==> src/rtl/fifo_wr_arbiter.sv <==
// Round-robin arbiter sharing one FIFO write port among NREQ producers, with bounded bursts per grant.
// Latency: grant taken on the edge that sees a request; first word written the next cycle; 1 idle bubble between grants.
// Backpressure: fifo_full freezes the grant (count, owner, state) with no write and no timeout; requesters hold req/data until ack.
module fifo_wr_arbiter #(
    parameter int NREQ      = 4,
    parameter int BITW      = 16,
    parameter int MAX_BURST = 4
) (
    input  logic                      clk,
    input  logic                      reset,
    input  logic [NREQ-1:0]           req,
    input  logic [NREQ*BITW-1:0]      req_data,
    output logic [NREQ-1:0]           ack,
    input  logic                      fifo_full,
    output logic                      fifo_wr_en,
    output logic [BITW-1:0]           fifo_din,
    output logic [$clog2(NREQ)-1:0]   owner,
    output logic                      busy
);

    localparam int IW = $clog2(NREQ);
    localparam int CW = $clog2(MAX_BURST + 1);

    // Count value held while the final word of a burst is being written.
    localparam logic [CW-1:0] LAST_CNT = CW'(MAX_BURST - 1);
    localparam logic [IW-1:0] LAST_IDX = IW'(NREQ - 1);

    typedef enum logic {
        IDLE  = 1'b0,
        GRANT = 1'b1
    } state_t;

    state_t          state_q, state_d;
    logic [IW-1:0]   owner_q, owner_d;
    logic [IW-1:0]   rr_ptr_q, rr_ptr_d;
    logic [CW-1:0]   burst_q, burst_d;

    logic [IW-1:0]   pick;
    logic            found;
    int              cand_idx;
    logic            any_req;
    logic            own_req;
    logic            xfer;
    logic            release_grant;

    assign any_req = |req;
    assign own_req = req[owner_q];

    // A word moves only when the owner still offers one and the FIFO can take it.
    assign xfer = (state_q == GRANT) & own_req & ~fifo_full;

    // Grant ends after the last burst word, or as soon as the owner has nothing to offer.
    assign release_grant = (state_q == GRANT) &&
                           ((xfer && (burst_q == LAST_CNT)) || !own_req);

    // Rotating-priority scan: first requester at or above rr_ptr, wrapping modulo NREQ.
    always_comb begin
        pick     = '0;
        found    = 1'b0;
        cand_idx = 0;
        for (int i = 0; i < NREQ; i++) begin
            cand_idx = int'(rr_ptr_q) + i;
            if (cand_idx >= NREQ) begin
                cand_idx = cand_idx - NREQ;
            end
            if (!found && req[IW'(cand_idx)]) begin
                pick  = IW'(cand_idx);
                found = 1'b1;
            end
        end
    end

    // Next-state logic: take a grant from IDLE, count words and release from GRANT.
    always_comb begin
        state_d  = state_q;
        owner_d  = owner_q;
        rr_ptr_d = rr_ptr_q;
        burst_d  = burst_q;
        case (state_q)
            IDLE: begin
                if (any_req) begin
                    owner_d = pick;
                    burst_d = '0;
                    state_d = GRANT;
                end
            end
            GRANT: begin
                if (xfer) begin
                    burst_d = burst_q + CW'(1);
                end
                if (release_grant) begin
                    // Requester after the releasing owner gets top priority next round.
                    rr_ptr_d = (owner_q == LAST_IDX) ? '0 : owner_q + IW'(1);
                    state_d  = IDLE;
                end
            end
            default: begin
                state_d = IDLE;
            end
        endcase
    end

    // State registers with synchronous reset back to IDLE and priority 0.
    always_ff @(posedge clk) begin
        if (reset) begin
            state_q  <= IDLE;
            owner_q  <= '0;
            rr_ptr_q <= '0;
            burst_q  <= '0;
        end else begin
            state_q  <= state_d;
            owner_q  <= owner_d;
            rr_ptr_q <= rr_ptr_d;
            burst_q  <= burst_d;
        end
    end

    // Write-port steering; everything reads zero outside a grant or while reset is asserted.
    always_comb begin
        ack        = '0;
        fifo_wr_en = 1'b0;
        fifo_din   = '0;
        owner      = '0;
        busy       = 1'b0;
        if (!reset && (state_q == GRANT)) begin
            busy         = 1'b1;
            owner        = owner_q;
            fifo_din     = req_data[int'(owner_q)*BITW +: BITW];
            fifo_wr_en   = xfer;
            ack[owner_q] = xfer;
        end
    end

endmodule

==> config.mk <==
export PLATFORM = sky130hd
export DESIGN_NAME = fifo_wr_arbiter
export DESIGN_NICKNAME = d
export VERILOG_FILES = /design/src/rtl/fifo_wr_arbiter.sv
export SDC_FILE = /design/constraint.sdc
export NUM_CORES = 1
export LEC_CHECK = 0
export CAP_MARGIN = 0
export CORE_MARGIN = 4
export CORE_UTILIZATION = 32
export DETAILED_ROUTE_END_ITERATION = 10
export PLACE_DENSITY = 0.8
export REMOVE_ABC_BUFFERS = 1
export SETUP_SLACK_MARGIN = 0.05
export SYNTH_ARGS = -nofsm -noshare
export SYNTH_HDL_FRONTEND = slang
export SYNTH_SLANG_ARGS = --single-unit
==> constraint.sdc <==
create_clock -name clk -period 1.95 [get_ports clk]
set_input_delay 0.39 -clock clk [delete_from_list [all_inputs] [get_ports clk]]
set_output_delay 0.39 -clock clk [all_outputs]
set_load 0.1 [all_outputs]
==> results.toml <==
[power]
leakage_uw = 0.000956
power.density_nw_per_um2 = 397
max-vdd-ir-drop_mv = 0.377

[layout]
utilization_pct = 79.2
finalNonFillerCells = 258
fillers = 205
layout-drive-gt1-share_pct = 34.6
final_area_um2 = 2500
fin_nets = 293
multi_input_comb_area_um2 = 900
synthToLayoutAreaGrowth_pct = 130
regArea_um2 = 164
antennaDiodeCount = 0

[floorplanning]
std_cell_rows = 20
die_area_um2 = 4390
initial_core_util_pct = 34.4
core_um2 = 3150
fp.dieH_um = 66.3
die_x_um = 66.3
ios = 95

[timing]
finalCriticalPeriod_ns = 2.06
finalHoldViolations = 0
skew_ns = 0.00975
rsz0062_at_grt = "true"
finalSetupViolations = 21
fmax_ghz = 0.484
period_share_pct = 106
slew_headroom_pct = 66.4
tightest_slew_ns = 0.499
fin_ws_ns = -0.115
timing.hold.ws_ns = 0.482
drv_slew = 0

[global_routing]
grt_max_degree = 18
grt_pass1_vias = 1470
grt_first_pass_wirelength_um = 7280
grt-ovfl-total = 0
track_usage_pct = 21.9
antenna_found_initial = 0

[cts]
post_cts.repair.setup_buffers = 0
root_buffer = "clkbuf_4"
clk-insertion-delay-late_ns = 0.27
cts.sinks = 8
path_clk_slew_ns = 0.06
cts_max_level = 1
cts_tree = "built"
cts_hold_buf = 0
clockBufferDepth = 2
cts_buffers = 3

[detailed_routing]
drc_errors = 0
vias = 1347
top_layer_used = "met4"
wl_um = 4650
ant_nets = 0
wl_met1_um = 1660
wl_met2_um = 2470
drtPass1Iterations = 4
drt_iter0_drc = 50
routed-wl-met3_um = 442
via_per_inst = 5.22
routedWlPerCell_um = 18.0

[setup_path]
path_cells = "mux4_2 -> nand3b_4 -> nor2_4 -> and2_4 -> buf_12"
arrival_ns = 1.67
worstPathRequired_ns = 1.56
worstSetupEndpointType = "output port"
critPathLaunchType = "flop"
critPathKind = "flop to output port"
crit_slowest_cell = "mux4_2"
path_max_fanout = 5
slowest_delay_ns = 0.55
path_buf_inv = 1
crit_family = "multiplexers"

[yosys]
netlist_area_um2 = 1090
synth_area_per_cell_um2 = 10.1
synthCells = 107
ys_seq_area_share_pct = 14.7
yosysTopAreaCellShare_pct = 35.3
yosys_warnings = 0
ys_types = 31
synthTopCellsByArea = "mux4_2 35%, dfxtp_1 15%, nor2b_1 12%"
synth_seq_cells = 8
synth_area_leader_cell = "mux4_2"

[placed_design]
postPlaceCellArea_um2 = 2420
dp_cells = 255
dp_slack_ns = -0.383
place.port_buffers = 94
gp_congestion = 0.938
hpwl_um = 3980

[status]
violations = "negative setup slack"
outcome = "finished, violations left"

[worst_hold_path]
hp-class = "flop to flop"

[run]
maxCapViolCount = 0
[area by class of cell]
type / instances / area share [%]
tap: 44 / 2.21
multi-input combinational: 86 / 36.0
clock buffer: 3 / 0.902
timing repair buffer: 110 / 53.2
inverter: 7 / 1.05
sequential: 8 / 6.57
[path summary, 6_finish.rpt]
kind,startpoint,to,slack [ns],depth (start not counted)
max reg2reg,burst_q[0],rr_ptr_q[0],0.34,6
max,owner_q[0],ack[3],-0.11,5
min,burst_q[1],burst_q[1],0.48,2
min reg2reg,burst_q[1],burst_q[1],0.48,2
[sequential cells by signal, summed over array words and instances, names as in the netlist]
| register | count |
|---|---|
| owner_q | 2 |
| rr_ptr_q | 2 |
| burst_q | 3 |
| state_q | 1 |
[metrics by stage]
step / setup TNS (ns) / power, uW
after detailed placement: -2.55 / 849
final: -1.75 / 992
after global routing: -3.01 / 1040
after global placement: -1.95 / 830
after CTS: -2.02 / 993
after floorplan: -28.33 / 523
[power breakdown]
part | switching, uW | total (uW) | internal, uW
sequential | 15.2 | 189 | 173
clock | 62.8 | 134 | 70.9
combinational | 319 | 670 | 351
total | 397 | 992 | 595
[synth_stat cells (all sizes together)]
| cell type | instances |
|---|---|
| a211oi | 1 |
| a21o | 1 |
| a21oi | 6 |
| and2 | 4 |
| buf | 4 |
| clkbuf | 2 |
| dfxtp | 8 |
| ha | 6 |
| inv | 7 |
| mux2 | 1 |
| mux2i | 3 |
| mux4 | 17 |
| nand2 | 2 |
| nand2b | 3 |
| nand3 | 3 |
| nand3b | 1 |
| nand4b | 1 |
| nor2 | 4 |
| nor2b | 20 |
| nor3 | 5 |
| nor4 | 1 |
| o211ai | 1 |
| o21bai | 1 |
| o221a | 1 |
| o221ai | 1 |
| or2 | 3 |
[per-layer routing]
| metal | up-vias | GRT usage [%] |
|---|---|---|
| li1 | 616 | - |
| met1 | 648 | 23.0 |
| met2 | 73 | 41.1 |
| met3 | 10 | 6.29 |
| met4 | 0 | 6.85 |
| met5 | - | 0 |
[cell usage in the layout, fill, tap and decap left out, types with 2 or more instances in the layout]
cell type	count
inv_1	7
buf_8	2
buf_4	12
nor2_2	2
clkdlybuf4s50_1	66
nand3_1	3
mux2i_1	3
mux4_2	17
a21oi_1	6
nor2b_1	20
dlygate4sd2_1	3
nor3_1	4
or2_1	2
clkbuf_4	3
nand2_1	2
buf_12	25
ha_1	6
and2_4	4
dfxtp_1	7
nand2b_1	2
[worst reg2reg max path: cells and delay by family (launching register included)]
kind	cells	cell delay [ns]
adders and majority gates	2	0.31
muxes	1	0.36
DFF	1	0.36
and+or+nand+nor	3	0.47
[what timing repair did]
| item | CTS | global route |
|---|---|---|
| setup endpoints to repair | 23 | 24 |
| pin swaps | 4 | 0 |
| resized for setup | 19 | 2 |
[cells by family (layout without fill, tap and decap cells)]
kind of cell    after synthesis  in the layout  synth area share (%)
simple gates                 47             47                  26.2
mux                          21             21                  39.1
buf+inv                      13            120                  5.76
compound gates               12             12                  7.37
fa+ha+maj                     6              6                  6.91
flops                         8              8                  14.7
No activity file was read; power rests on OpenSTA's default activity.
